**config.mk**
```make
export PLATFORM = sky130hd
export DESIGN_NAME = memory_access
export DESIGN_NICKNAME = d
export VERILOG_FILES = /design/src/rtl/memory_access.sv
export SDC_FILE = /design/constraint.sdc
export NUM_CORES = 1
export LEC_CHECK = 0
export ABC_AREA = 0
export CAP_MARGIN = 0
export CORE_MARGIN = 2
export CORE_UTILIZATION = 44
export DETAILED_ROUTE_END_ITERATION = 7
export PLACE_DENSITY = 0.8
export SLEW_MARGIN = 20
export SYNTH_ARGS = -nofsm -noshare
export SYNTH_HDL_FRONTEND = slang
export SYNTH_SLANG_ARGS = --single-unit
```
**constraint.sdc**
```tcl
create_clock -name i_clk -period 4.95 [get_ports i_clk]
set_clock_uncertainty 0.2 [all_clocks]
set_input_delay 0.495 -clock i_clk [delete_from_list [all_inputs] [get_ports i_clk]]
set_output_delay 0.495 -clock i_clk [all_outputs]
set_load 0.1 [all_outputs]
```
**src/rtl/memory_access.sv**
```systemverilog
// Load/store unit: one result at a time, 1-cycle writeback for ALU ops, bus ops wait for ack or timeout.
// Backpressure: o_ready is high only while idle; a result is taken when i_valid && o_ready.
module memory_access #(
    parameter int unsigned TIMEOUT_CYCLES = 255
) (
    input  logic        i_clk,
    input  logic        i_rst,
    input  logic        i_valid,
    output logic        o_ready,
    input  logic        i_is_reg_write,
    input  logic        i_is_mem_read,
    input  logic        i_is_mem_write,
    input  logic [2:0]  i_funct3,
    input  logic [31:0] i_mem_address,
    input  logic [31:0] i_mem_data,
    input  logic [31:0] i_reg_data,
    input  logic [4:0]  i_rd_id,
    output logic        o_dmem_req,
    output logic        o_dmem_we,
    output logic [31:0] o_dmem_addr,
    output logic [3:0]  o_dmem_be,
    output logic [31:0] o_dmem_wdata,
    input  logic        i_dmem_ack,
    input  logic [31:0] i_dmem_rdata,
    output logic        o_wb_valid,
    output logic        o_wb_reg_write,
    output logic [4:0]  o_wb_rd_id,
    output logic [31:0] o_wb_data,
    output logic        o_misaligned,
    output logic        o_bus_error
);

    typedef enum logic [1:0] {IDLE, BUS, WB} state_t;

    localparam logic [7:0] CNT_LAST = 8'(TIMEOUT_CYCLES - 1);

    state_t      state_q;
    logic [7:0]  cnt_q;
    logic [2:0]  f3_q;
    logic [1:0]  off_q;
    logic        reg_write_q;

    logic        ready_q;
    logic        req_q;
    logic        we_q;
    logic [31:0] addr_q;
    logic [3:0]  be_q;
    logic [31:0] wdata_q;
    logic        wb_valid_q;
    logic        wb_reg_write_q;
    logic [4:0]  wb_rd_id_q;
    logic [31:0] wb_data_q;
    logic        misaligned_q;
    logic        bus_error_q;

    logic        is_mem_d;
    logic        misalign_d;
    logic [3:0]  be_d;
    logic [31:0] wdata_d;
    logic [7:0]  ld_byte_d;
    logic [15:0] ld_half_d;
    logic [31:0] load_d;

    assign is_mem_d = i_is_mem_read | i_is_mem_write;

    // Size decode from funct3[1:0]; the sign bit funct3[2] only matters for loads.
    always_comb begin
        be_d       = 4'b1111;
        wdata_d    = i_mem_data;
        misalign_d = 1'b0;
        case (i_funct3[1:0])
            2'b00: begin
                be_d    = 4'b0001 << i_mem_address[1:0];
                wdata_d = {4{i_mem_data[7:0]}};
            end
            2'b01: begin
                be_d       = 4'b0011 << i_mem_address[1:0];
                wdata_d    = {2{i_mem_data[15:0]}};
                misalign_d = i_mem_address[0];
            end
            default: begin
                be_d       = 4'b1111;
                wdata_d    = i_mem_data;
                misalign_d = |i_mem_address[1:0];
            end
        endcase
    end

    assign ld_byte_d = i_dmem_rdata[{off_q, 3'b000} +: 8];
    assign ld_half_d = i_dmem_rdata[{off_q[1], 4'b0000} +: 16];

    always_comb begin
        load_d = i_dmem_rdata;
        case (f3_q)
            3'b000:  load_d = {{24{ld_byte_d[7]}}, ld_byte_d};
            3'b100:  load_d = {24'd0, ld_byte_d};
            3'b001:  load_d = {{16{ld_half_d[15]}}, ld_half_d};
            3'b101:  load_d = {16'd0, ld_half_d};
            default: load_d = i_dmem_rdata;
        endcase
    end

    always_ff @(posedge i_clk or posedge i_rst) begin
        if (i_rst) begin
            state_q        <= IDLE;
            cnt_q          <= 8'd0;
            f3_q           <= 3'd0;
            off_q          <= 2'd0;
            reg_write_q    <= 1'b0;
            ready_q        <= 1'b1;
            req_q          <= 1'b0;
            we_q           <= 1'b0;
            addr_q         <= 32'd0;
            be_q           <= 4'd0;
            wdata_q        <= 32'd0;
            wb_valid_q     <= 1'b0;
            wb_reg_write_q <= 1'b0;
            wb_rd_id_q     <= 5'd0;
            wb_data_q      <= 32'd0;
            misaligned_q   <= 1'b0;
            bus_error_q    <= 1'b0;
        end else begin
            case (state_q)
                IDLE: begin
                    if (i_valid) begin
                        ready_q     <= 1'b0;
                        cnt_q       <= 8'd0;
                        f3_q        <= i_funct3;
                        off_q       <= i_mem_address[1:0];
                        reg_write_q <= i_is_reg_write;
                        wb_rd_id_q  <= i_rd_id;
                        if (!is_mem_d) begin
                            state_q        <= WB;
                            wb_valid_q     <= 1'b1;
                            wb_reg_write_q <= i_is_reg_write;
                            wb_data_q      <= i_reg_data;
                        end else if (misalign_d) begin
                            state_q        <= WB;
                            wb_valid_q     <= 1'b1;
                            wb_reg_write_q <= 1'b0;
                            wb_data_q      <= 32'd0;
                            misaligned_q   <= 1'b1;
                        end else begin
                            // A set write flag makes it a store even if read is also set.
                            state_q <= BUS;
                            req_q   <= 1'b1;
                            we_q    <= i_is_mem_write;
                            addr_q  <= {i_mem_address[31:2], 2'b00};
                            be_q    <= be_d;
                            wdata_q <= wdata_d;
                        end
                    end
                end
                BUS: begin
                    if (i_dmem_ack) begin
                        state_q        <= WB;
                        req_q          <= 1'b0;
                        wb_valid_q     <= 1'b1;
                        wb_reg_write_q <= we_q ? 1'b0 : reg_write_q;
                        wb_data_q      <= we_q ? 32'd0 : load_d;
                    end else if (cnt_q == CNT_LAST) begin
                        state_q        <= WB;
                        req_q          <= 1'b0;
                        wb_valid_q     <= 1'b1;
                        wb_reg_write_q <= 1'b0;
                        wb_data_q      <= 32'd0;
                        bus_error_q    <= 1'b1;
                        cnt_q          <= cnt_q + 8'd1;
                    end else begin
                        cnt_q <= cnt_q + 8'd1;
                    end
                end
                WB: begin
                    state_q        <= IDLE;
                    ready_q        <= 1'b1;
                    cnt_q          <= 8'd0;
                    wb_valid_q     <= 1'b0;
                    wb_reg_write_q <= 1'b0;
                    misaligned_q   <= 1'b0;
                    bus_error_q    <= 1'b0;
                end
                default: begin
                    state_q <= IDLE;
                    ready_q <= 1'b1;
                    req_q   <= 1'b0;
                end
            endcase
        end
    end

    assign o_ready        = ready_q;
    assign o_dmem_req     = req_q;
    assign o_dmem_we      = we_q;
    assign o_dmem_addr    = addr_q;
    assign o_dmem_be      = be_q;
    assign o_dmem_wdata   = wdata_q;
    assign o_wb_valid     = wb_valid_q;
    assign o_wb_reg_write = wb_reg_write_q;
    assign o_wb_rd_id     = wb_rd_id_q;
    assign o_wb_data      = wb_data_q;
    assign o_misaligned   = misaligned_q;
    assign o_bus_error    = bus_error_q;

endmodule

```
Word level (Yosys, flattened, before mapping) --
Cells that the tools add are included. Widths: inputs -> output; s select.
Storage, ports and cells: bits in registers 126, input bits 143
Cells by class: add/sub/neg operators 1, equal/unequal tests 15, shifts and indexed selects 4, bitwise operators 4, reduce and logical (&&, ||, !) cells 18, multiplexer cells 45
Operator list (count):
- $mux 32 | 6
- $pmux 32 s2 | 2
- $pmux 32 s4 | 1
- $shiftx 32x6->16 | 1
- $shiftx 32x6->8 | 1
- $pmux 8 s3 | 1
- $mux 1 | 19
- $mux 8 | 2
- $reduce_and 4->1 | 4
- $ne 2x2->1 const B | 6
- $mux 2 | 5
- $pmux 1 s3 | 3
- $add 8x1->8 const B | 1
- $eq 8x8->1 const B | 1
- $pmux 1 s2 | 4
- $pmux 4 s2 | 1
- $eq 3x3->1 const B | 2
- $ne 3x3->1 const B | 2
- $reduce_and 2->1 | 3
- $reduce_and 3->1 | 2
- $reduce_bool 2->1 | 3
- $reduce_and 5->1 | 1
- $eq 2x1->1 const B | 2
- $logic_not 2->1 | 2
- other kinds (10) | 12

Longest topological paths before layout --
depth after elaboration 6, gate-level depth with buffers 10, gate-level depth less buffers 6

Worst setup path after synthesis --
Ideal clock, no wire load.
path type register -> register, start point register we_q (netlist: o_dmem_we), end point register wb_data_q[8] (netlist: o_wb_data[8]), cell stages (with the launch flop) 7, setup time 0.125 ns, setup slack 2.762 ns, clock period less this slack 2.188 ns, buffers on the path 2, arrival 1.862 ns, cell sequence dfrtp_1 and3b_1 buf_2 buf_2 o21ai_0 a2bb2oi_1 mux2_2
On the way: cells in the longest elaborated chain, start to end 3
Ends and longest elaborated chain:
- start, declared | RTL line 45 | logic we_q;
- start signal, assigned | RTL line 147 | we_q <= i_is_mem_write;
- $mux 32 | RTL line 160 | wb_data_q <= we_q ? 32'd0 : load_d;
- $mux 32 | RTL line 155 | if (i_dmem_ack) begin
- $pmux 32 s2 | RTL line 123 | case (state_q)
- end signal, assigned | RTL line 136 | wb_data_q <= i_reg_data;
- end signal, assigned | RTL line 160
- end, declared | RTL line 52 | logic [31:0] wb_data_q;
No other way between the ends. A chain may end at the register's enable or synchronous reset.

Worst setup path in the final report --
start point register state_q[0], end point register be_q[3] (netlist: o_dmem_be[3])
On the way: cells in the longest elaborated chain, start to end 2
Ends and longest elaborated chain:
- start, declared | RTL line 37 | state_t state_q;
- start signal, assigned | RTL line 105 | state_q <= IDLE;
- start signal, assigned | RTL line 133 | state_q <= WB;
- start signal, assigned | RTL line 138 | state_q <= WB;
- $logic_not 2->1 | RTL line 123
- $reduce_and 4->1 (no line)
- end signal, assigned | RTL line 114 | be_q <= 4'd0;
- end signal, assigned | RTL line 149 | be_q <= be_d;
- end, declared | RTL line 47 | logic [3:0] be_q;
No other way between the ends.

==> metrics.md <==
| Metric | Value |
|---|---|
| Status | `complete, no violations` |
| Clock Latency Late Sink | `410 ps` |
| Final ANT Viol Nets | `0` |
| Endpoints failing hold | `0` |
| EDFF count, synth | `0` |
| Vias after detailed routing | `6252` |
| CTS Root Cell | `clkbuf_16` |
| Max-slew violation count | `0` |
| # setup viols final | `0` |
| Share of cells above drive strength 1 | `0.0754` |
| CP cell instances | `inv_1 > ha_1 > nand2_1 > a211oi_4 > buf_12 > nor2_1 > a31oi_1` |
| Mapped cell area | `0.00650 sq mm` |
| HP Class | `reg -> reg` |
| Detail Placement HPWL | `14300 microns` |
| Drt pass-1 iters | `5` |
| FMAX | `327 MHz` |
| Rows | `44` |
| Largest net degree at the start of global routing | `70` |
| WP depth | `7` |
| WHS | `274 ps` |
| Reg area | `0.00315 sq mm` |
| Hold Buf Count CTS | `0` |
| N_diodes | `0` |
| Nets | `1064` |
| Yosys cell types | `58` |
| Worst Tran Pin Value | `1050 ps` |
| PostCTS Resize Cnt | `0` |
| Proportion of synthesized chip area in sequential cells | `0.486` |
| GPL Wtd Cong | `0.814` |
| Final std cells w/o fill | `1112` |
| Total global-route track usage | `0.262` |
| Top FF cell, synth | `dfrtp_1` |
| Crit Path Class | `reg -> reg` |
| Final cycle utilization of the critical path | `0.619` |
| Synth top area cells | `dfrtp_1 48%, nand2_1 10%, a31oi_1 6.6%` |
| I/O Buffers | `252` |
| Setup repair after global routing missed its margin | `no` |
| WP buf/inv | `2` |
| Setup tns final | `0 ps` |
| Crit path required time | `5090 ps` |
| Synthesized flop and latch total | `126` |
| Vias per Instance | `5.62` |
| Area of the multi-input gates | `0.00295 sq mm` |
| Slew Limit Headroom | `0.297` |
| Area grow syn2layout | `49.0%` |
| Die H | `126 microns` |
| Cell taking the most area after synthesis | `dfrtp_1` |
| Critical path peak fanout | `25` |
| First-pass GRT wire length | `33000 microns` |
| CTS tree | `built` |
| Drc violations | `0` |
| H-tree depth | `4` |
| Cells after Synth | `692` |
| Post-CTS Setup Inserts | `0` |
| Asr flop ratio synth | `1.00` |
| 1st-iter DRT viols | `483` |
| Fill count | `1154` |
| Largest delay share family, worst path | `compound AO/OA/AOI/OAI gates` |
| Avg WL per Cell | `18.6 microns` |
| MaxCap Viol Count | `0` |
| Arr. time, crit path | `3200 ps` |
| CP max stage cell | `a211oi_4` |
| Core Region | `0.0145 sq mm` |
| Top-Level Pins | `255` |
| Startpoint types | `flop` |
| YS warnings | `0` |
| Die X | `126 microns` |
| Worst hold path depth | `2` |
| Initial antenna violation count | `0` |
| Post-synth top area share | `0.482` |
| Reg2reg path depth | `7` |
| CTS Sinks | `126` |
| Grt ovf | `0` |
| Clock transition at path regs | `60 ps` |
| Final WL | `20700 microns` |
| CTS Buf Count | `17` |
| Starting density of the core | `0.449` |
| Vias in the first global route | `6142` |
| Nature of the critical path endpoint | `flop` |
| Die Footprint | `0.0158 sq mm` |
| Final min period | `3060 ps` |
| Mean Syn Cell Area | `9.39 sq um` |
| Placed cells | `1080` |
| Crit-path max cell delay | `990 ps` |
| Clock Path Buffers | `2` |
-- state kept, by name (all words and copies together), names as in the netlist --
name,count
f3_q,3
o_dmem_addr,30
o_dmem_be,4
o_dmem_wdata,32
o_wb_data,32
o_dmem_we,1
o_dmem_req,1
o_wb_rd_id,5
o_misaligned,1
o_bus_error,1
reg_write_q,1
cnt_q,8
o_wb_valid,1
off_q,2
o_ready,1
state_q,2
o_wb_reg_write,1
-- worst reg2reg max path: cells and delay by family (launching register included) --
kind,cells,cell delay (ps)
AO/OA/AOI/OAI,2,1130
AND/OR/NAND/NOR,2,530
flip-flops,1,400
buffers and inverters,2,370
adder cells (fa/ha/maj),1,340
-- cells in the final DEF, fill, tap and decap left out, types with 9 or more instances in the layout --
cell / n
mux2_2: 18
a31oi_1: 69
a21oi_1: 20
nand2_1: 181
buf_4: 9
inv_1: 12
nor2_1: 24
o21ai_0: 41
clkdlybuf4s50_1: 252
mux2i_1: 36
dfrtp_1: 125
clkbuf_16: 17
o221ai_1: 17
-- through the flow --
stage	cell area, sq um	utilization	worst slack, ps
after global placement	8990	0.621	1490
after CTS	9680	0.669	1840
after detailed placement	8990	0.621	1410
final	9680	0.669	1890
after global routing	9680	0.669	1580
after floorplan	6500	-	901
-- logic make-up (layout without fill, tap and decap cells) --
group / after synthesis / count (layout) / share of synthesized area
buffers and inverters: 73 / 308 / 0.0641
AND/OR/NAND/NOR: 248 / 248 / 0.165
multiplexers: 54 / 54 / 0.0867
adder cells (fa/ha/maj): 6 / 6 / 0.0116
AO/OA/AOI/OAI: 182 / 182 / 0.184
flip-flops: 126 / 126 / 0.486
other: 1 / 2 / 0.000577
XOR/XNOR: 2 / 2 / 0.00270
-- metal layers --
metal	GRT usage	up-vias	share of wire
met2	0.418	319	0.48
met1	0.330	2982	0.40
met4	0.0980	0	0.025
met5	0	-	0
met3	0.0911	45	0.10
li1	-	2906	-
-- final timing paths --
| path | slack [ps] | end | start |
|---|---|---|---|
| setup / recovery | 1890 | o_dmem_be[3] | state_q[0] |
| hold / removal | 270 | o_dmem_addr[7] | o_dmem_addr[7] |
| setup reg to reg | 1890 | o_dmem_be[3] | state_q[0] |
| hold reg to reg | 270 | o_dmem_addr[7] | o_dmem_addr[7] |
| max in group asynchronous | 3190 | o_wb_data[30] | i_rst |
| min in group asynchronous | 400 | cnt_q[4] | i_rst |
-- area by class of cell --
| type | instances | share of cell area |
|---|---|---|
| Sequential cell | 126 | 0.326 |
| Timing Repair Buffer | 262 | 0.270 |
| Clock buffer | 21 | 0.0465 |
| Multi-Input combinational cell | 494 | 0.304 |
| Clock inverter | 11 | 0.0244 |
| Inverter | 14 | 0.00569 |
| Tap cell | 184 | 0.0238 |
-- cells in the mapped netlist (all sizes together), types with 6 or more instances --
library cell / number
dfrtp: 125
ha: 6
inv: 13
a221o: 7
o21ai: 43
a31oi: 69
a21oi: 20
nor2: 24
mux2: 18
mux2i: 36
nand4b: 6
o221ai: 18
clkbuf: 14
buf: 45
o22ai: 7
nand2: 181
nand3b: 7
Power is left out: the tool's default activity adds up to more than one toggle a clock period on the data nets, which glitch-free logic cannot reach.
